==> src/rtl/mmio_tx_fifo.sv <==
// mmio_tx_fifo: memory-mapped transmit FIFO for the single-cycle processor.
// Stores to DATA push bytes into a FIFO that drains on a valid/ready byte stream.
// STATUS exposes occupancy, overflow, empty and full. CTRL gates the stream.
//
// Ports:
//   CLK        system clock, rising edge
//   RST        synchronous active-high reset
//   MemWrite   processor store strobe
//   MemRead    processor load strobe
//   Address    processor byte address
//   WriteData  processor store data
//   ReadData   load data, combinational in the same cycle as Address
//   tx_valid   stream byte available (enable && !empty)
//   tx_data    byte at FIFO head
//   tx_ready   consumer accepts byte
//
// Register window (16 bytes at BASE_ADDR, word aligned accesses only):
//   +0x0 DATA   (write-only)   +0x4 STATUS   +0x8 CTRL   +0xC reserved
module mmio_tx_fifo #(
  parameter logic [31:0] BASE_ADDR = 32'h0000_0400,
  parameter int unsigned DEPTH     = 8
) (
  input  logic        CLK,
  input  logic        RST,
  input  logic        MemWrite,
  input  logic        MemRead,
  input  logic [31:0] Address,
  input  logic [31:0] WriteData,
  output logic [31:0] ReadData,
  output logic        tx_valid,
  output logic [7:0]  tx_data,
  input  logic        tx_ready
);

  localparam int unsigned CW = $clog2(DEPTH + 1);
  localparam int unsigned PW = $clog2(DEPTH);

  localparam logic [1:0] OFF_DATA   = 2'd0;
  localparam logic [1:0] OFF_STATUS = 2'd1;
  localparam logic [1:0] OFF_CTRL   = 2'd2;

  logic [PW-1:0] rd_ptr_q, rd_ptr_d;
  logic [PW-1:0] wr_ptr_q, wr_ptr_d;
  logic [CW-1:0] count_q, count_d;
  logic          overflow_q, overflow_d;
  logic          enable_q, enable_d;
  logic [7:0]    mem_q [DEPTH];

  logic       sel_c;
  logic [1:0] offset_c;
  logic       full_c, empty_c;
  logic       pop_c, push_req_c, push_c, ovf_set_c;
  logic       unused_wdata_c;

  // Address decode: inside the window and word aligned.
  assign sel_c    = (Address[31:4] == BASE_ADDR[31:4]) && (Address[1:0] == 2'b00);
  assign offset_c = Address[3:2];

  assign full_c  = (count_q == CW'(DEPTH));
  assign empty_c = (count_q == '0);

  assign tx_valid = enable_q && !empty_c;
  assign tx_data  = mem_q[rd_ptr_q];

  assign pop_c      = tx_valid && tx_ready;
  assign push_req_c = MemWrite && sel_c && (offset_c == OFF_DATA);
  // A full FIFO still accepts a push when the head leaves in the same cycle.
  assign push_c     = push_req_c && (!full_c || pop_c);
  assign ovf_set_c  = push_req_c && full_c && !pop_c;

  assign unused_wdata_c = ^WriteData[31:8];

  // Next-state for pointers, occupancy and control bits.
  always_comb begin
    rd_ptr_d   = rd_ptr_q;
    wr_ptr_d   = wr_ptr_q;
    count_d    = count_q;
    overflow_d = overflow_q;
    enable_d   = enable_q;

    if (pop_c)  rd_ptr_d = rd_ptr_q + PW'(1);
    if (push_c) wr_ptr_d = wr_ptr_q + PW'(1);

    case ({push_c, pop_c})
      2'b10:   count_d = count_q + CW'(1);
      2'b01:   count_d = count_q - CW'(1);
      default: count_d = count_q;
    endcase

    // Setting overflow takes priority over a software clear in the same cycle.
    if (MemWrite && sel_c && (offset_c == OFF_STATUS) && WriteData[2])
      overflow_d = 1'b0;
    if (ovf_set_c)
      overflow_d = 1'b1;

    if (MemWrite && sel_c && (offset_c == OFF_CTRL))
      enable_d = WriteData[0];
  end

  // State registers; a store in the reset cycle is discarded.
  always_ff @(posedge CLK) begin
    if (RST) begin
      rd_ptr_q   <= '0;
      wr_ptr_q   <= '0;
      count_q    <= '0;
      overflow_q <= 1'b0;
      enable_q   <= 1'b0;
    end else begin
      rd_ptr_q   <= rd_ptr_d;
      wr_ptr_q   <= wr_ptr_d;
      count_q    <= count_d;
      overflow_q <= overflow_d;
      enable_q   <= enable_d;
    end
  end

  // Byte storage, intentionally not reset.
  always_ff @(posedge CLK) begin
    if (push_c && !RST)
      mem_q[wr_ptr_q] <= WriteData[7:0];
  end

  // Combinational load path for the single-cycle datapath.
  always_comb begin
    ReadData = 32'h0;
    if (MemRead && sel_c) begin
      case (offset_c)
        OFF_STATUS: ReadData = {16'h0, 8'(count_q), 5'b0, overflow_q, empty_c, full_c};
        OFF_CTRL:   ReadData = {31'h0, enable_q};
        default:    ReadData = 32'h0;
      endcase
    end
  end

endmodule

==> config.mk <==
export PLATFORM = sky130hd
export DESIGN_NAME = mmio_tx_fifo
export DESIGN_NICKNAME = d
export VERILOG_FILES = /design/src/rtl/mmio_tx_fifo.sv
export SDC_FILE = /design/constraint.sdc
export NUM_CORES = 1
export LEC_CHECK = 0
export CELL_PAD_IN_SITES_DETAIL_PLACEMENT = 0
export CELL_PAD_IN_SITES_GLOBAL_PLACEMENT = 2
export CORE_MARGIN = 2
export CORE_UTILIZATION = 35
export CTS_BUF_LIST = sky130_fd_sc_hd__clkbuf_4 sky130_fd_sc_hd__clkbuf_8 sky130_fd_sc_hd__clkbuf_16
export DETAILED_ROUTE_END_ITERATION = 6
export HOLD_SLACK_MARGIN = 0.12
export PLACE_DENSITY = 0.95
export SLEW_MARGIN = 25
export SYNTH_ARGS = -nofsm -noshare
export SYNTH_HDL_FRONTEND = slang
export SYNTH_SLANG_ARGS = --single-unit
==> constraint.sdc <==
create_clock -name CLK -period 7.45 [get_ports CLK]
set_input_delay 2.235 -clock CLK [delete_from_list [all_inputs] [get_ports CLK]]
set_output_delay 2.235 -clock CLK [all_outputs]
set_load 0.03 [all_outputs]
Word level (Yosys, flattened, before mapping)
Memories as Yosys holds them, arrays and structs flattened. A register that Yosys moved wholly into a read port is not among the register bits.
Index checks and enable logic that the tools add are counted.
- reductions and logical operators: 23
- equality and inequality tests: 6
- add/sub/neg operators: 4
- mux-type cells: 9
- operators with widths (operator ; number):
    $eq 28x7->1 const B ; 1
    $pmux 12 s2 ; 1
    $logic_and 1x1->1 ; 13
    $mux 12 ; 1
    $pmux 4 s2 ; 1
    $add 3x1->3 const B ; 2
    $mux 3 ; 2
    $add 4x1->4 const B ; 1
    $eq 2x1->1 const B ; 2
    $eq 2x2->1 const B ; 2
    $eq 4x4->1 const B ; 1
    $logic_not 1->1 ; 4
    $logic_not 2->1 ; 2
    $logic_not 4->1 ; 1
    $mux 1 ; 4
    $reduce_bool 2->1 ; 2
    $sub 4x1->4 const B ; 1
    $logic_or 1x1->1 ; 1
- RAM bits: 64
- logic and storage cells: 48
- output and inout port bits: 41
- memories kept: 1
- input port bits: 69
- register bits: 12
- memories (name ; depth ; bits a word ; read ports ; clocked after Yosys merged registers in ; write ports ; RTL line ; RTL):
    mem_q ; 8 ; 8 ; 1 ; 1 ; 1 ; 47 ; logic [7:0] mem_q [DEPTH];

Longest topological paths before layout
- word-level depth: 9
- depth in mapped cells: 12
- gate-level depth less buffers: 11

Worst setup path after synthesis
Ideal clock, no wire load.
- path kind: input -> output
- start point: in Address[30]
- end point: out ReadData[0]
- cell stages on the path: 3
- path buffers: 0
- data required time: 5.215 ns
- data arrival time: 3.860 ns
- setup slack: 1.355 ns
- cells stage by stage: nor4_4 -> nand4_4 -> nor4b_1
- word-level cells in the longest chain between the ends: 4
- ends and longest elaborated chain (element ; RTL line ; RTL):
    from (decl) ; 27 ; input logic [31:0] Address,
    $eq 28x7->1 ; 56 ; assign sel_c = (Address[31:4] == BASE_ADDR[31:4]) && (Address[1:0] == 2'b00);
    $logic_and 1x1->1 ; 56 ;
    $logic_and 1x1->1 ; 126 ; if (MemRead && sel_c) begin
    $mux 12 ; 126 ;
    to (decl) ; 29 ; output logic [31:0] ReadData,
No other way between the ends.

Worst setup path after layout
- start point: in Address[30]
- end point: out ReadData[9]
Same word-level chain as after synthesis.

==> results.toml <==
[power_and_ir_drop]
leakage_uw = 0.00153
power.density_mw_per_mm2 = 182
irDropWorstVdd_mv = 0.0796

[sta]
fmax_ghz = 0.146
setup_tns_ns = 0
grt_setup_unrepaired = "false"
setup_viol = 0
finClkSkew_ns = 0.00628
fin_crit_ns = 6.85
hold_viol = 0
maxSlewHeadroom = 0.506
worst_pin_slew_ns = 0.741
drv_slew = 0
fin_crit_sh = 0.919

[logic_synthesis]
syn_avg_cell_area_um2 = 15.1
synth_edf_count = 64
synth_flop_cell = "edfxtp_1"
ys_warn_count = 0
ys_seq_elements = 79
ys_seq_area_frac = 0.588
synth_cell_type_count = 47
netlist_instances = 251
synthArstFlopShare = 0
synth_area_mm2 = 0.00378

[layout]
area_delta_synth_final_pct = 23.6
final_common_cell = "edfxtp_1"
nets = 395
antenna_cells = 0
drive_gt1_frac = 0.183
stdcell_count = 459
stdcell_area_mm2 = 0.00467
final_cell_mix = "edfxtp_1 (64), clkdlybuf4s50_1 (60), conb_1 (25)"

[grt]
antenna_found_initial = 0
grt_pass1_vias = 2274
met1_usage = 0.167
grt_overflow = 0
globalRouteMet2Util = 0.212
grt.total_usage = 0.129
use_met3 = 0.0436
busiest_layer = "met2"
grt_max_degree = 19
grt_pass1_wl_um = 11400

[drt]
routed_via_density = 4.80
drcViolationCount = 0
drt-total-wl_um = 6910
drt_iter0_drc = 100
wl_per_cell_um = 15.0
ant_nets = 0
vias = 2205
dr.pass1.iters = 4

[floorplan]
die_w_um = 108
fp-row-count = 37
dieHeight_um = 108
initial_core_util = 0.363
die_area_mm2 = 0.0116
core_region_area_mm2 = 0.0104
pin_count = 110

[clocking]
cts_sinks = 79
htree_levels = 3
root_buffer = "clkbuf_8"
cts-resized-gates = 0
clk_pin_slew_worst_paths_ns = 0.08
cts_tree = "built"
cts_buffers = 9
clockBufferDepth = 2
postCtsSetupRepairBufs = 0
insertion_delay_ns = 0.34
cts_hold_buf = 0

[worst_setup_path]
cp-start-kind = "primary input"
critPathArrivalTime_ns = 4.61
endpoint_kind = "output pin"
cp.required_ns = 5.22
worst-path-max-fanout = 9
critPathLaunch = "Address[30]"
critPathKind = "in2out"
timing.rr.start = "count_q[1]"

[job]
maxCapViolations = 0

[run_status]
outcome = "finished clean"

[placed_design]
dp_hpwl_um = 4850
dpl_cell_area_mm2 = 0.00447
io_buffers = 60
gp_congestion = 0.669
dp_cells = 443

[min_path]
min-delay-path-class = "reg2reg"
hold_start = "overflow_q"
-- final cells by class --
cell class                      instances  area (um^2)
Fill cell                             945         5740
Sequential cell                        79         2220
Multi-Input combinational cell        156         1410
Timing Repair Buffer                   66          646
Tap cell                              136          170
Clock buffer                            9          124
Clock inverter                          7         78.8
Inverter                                6         22.5
-- cell usage after synthesis, drive strengths merged (2+ instances only) --
master	number	area, um^2
nor4b	5	62.6
o31ai	4	30.0
mux4	16	360
nand2	4	15.0
nand4	7	65.1
nor4	14	169
nor3b	3	22.5
or3	2	12.5
dfxtp	15	300
or4	2	15.0
ha	8	100
nor3	6	30.0
nor2b	2	12.5
mux2	10	113
clkbuf	4	15.0
nor2	12	45.0
inv	6	22.5
buf	30	219
xor2	3	26.3
and4	2	17.5
and2	7	43.8
xnor2	2	17.5
a21oi	8	40.0
o21ai	3	15.0
edfxtp	64	1920
-- power breakdown --
part           switching (uW)  internal (uW)  total (uW)
Clock                     158            159         316
Sequential      0.00000000935            475         475
Combinational            34.1           24.5        58.6
Total                     192            659         850
-- flip-flops by register name, indices dropped and copies added (netlist names), named ones only --
name,count
enable_q,1
rd_ptr_q,3
mem_q,64
overflow_q,1
count_q,4
wr_ptr_q,3
-- final timing paths --
kind	cells after the start	slack, ns	to
worst max register to register	10	4.31	count_q[2]
worst max-delay path	6	0.60	ReadData[9]
worst min register to register	2	0.49	overflow_q
worst min-delay path	2	0.49	overflow_q
-- worst max-delay path, stage by stage --
cell and delay (ns):
clkdlybuf4s50_1 0.44, nor4_4 0.40, nand4_4 0.22, nor3_1 0.43, and2_1 0.20, clkdlybuf4s50_1 0.67
-- logic make-up after synthesis --
logic type | count (synthesis) | share of synthesized area
multiplexers | 27 | 0.128
AND/OR/NAND/NOR | 72 | 0.147
other | 1 | 0.000992
flip-flops | 79 | 0.588
adder cells (fa/ha/maj) | 8 | 0.0265
buffers and inverters | 40 | 0.0679
XOR/XNOR | 5 | 0.0116
AO/OA/AOI/OAI | 19 | 0.0305
-- through the flow --
step	utilization	power (uW)	hold slack [ns]	setup slack [ns]
floorplan	-	520	0.439	1.36
global placement	0.427	543	0.474	0.624
detailed placement	0.429	544	0.478	0.580
CTS	0.449	858	0.493	0.562
global route	0.449	880	0.513	0.306
finish	0.449	850	0.486	0.603
-- metal layers --
metal,routed length [um],vias to the layer above
li1,-,1065
met1,3060,1072
met4,51,0
met3,394,5
met2,3400,63
met5,0,-
Note: power is estimated with default switching activity, not from simulation.
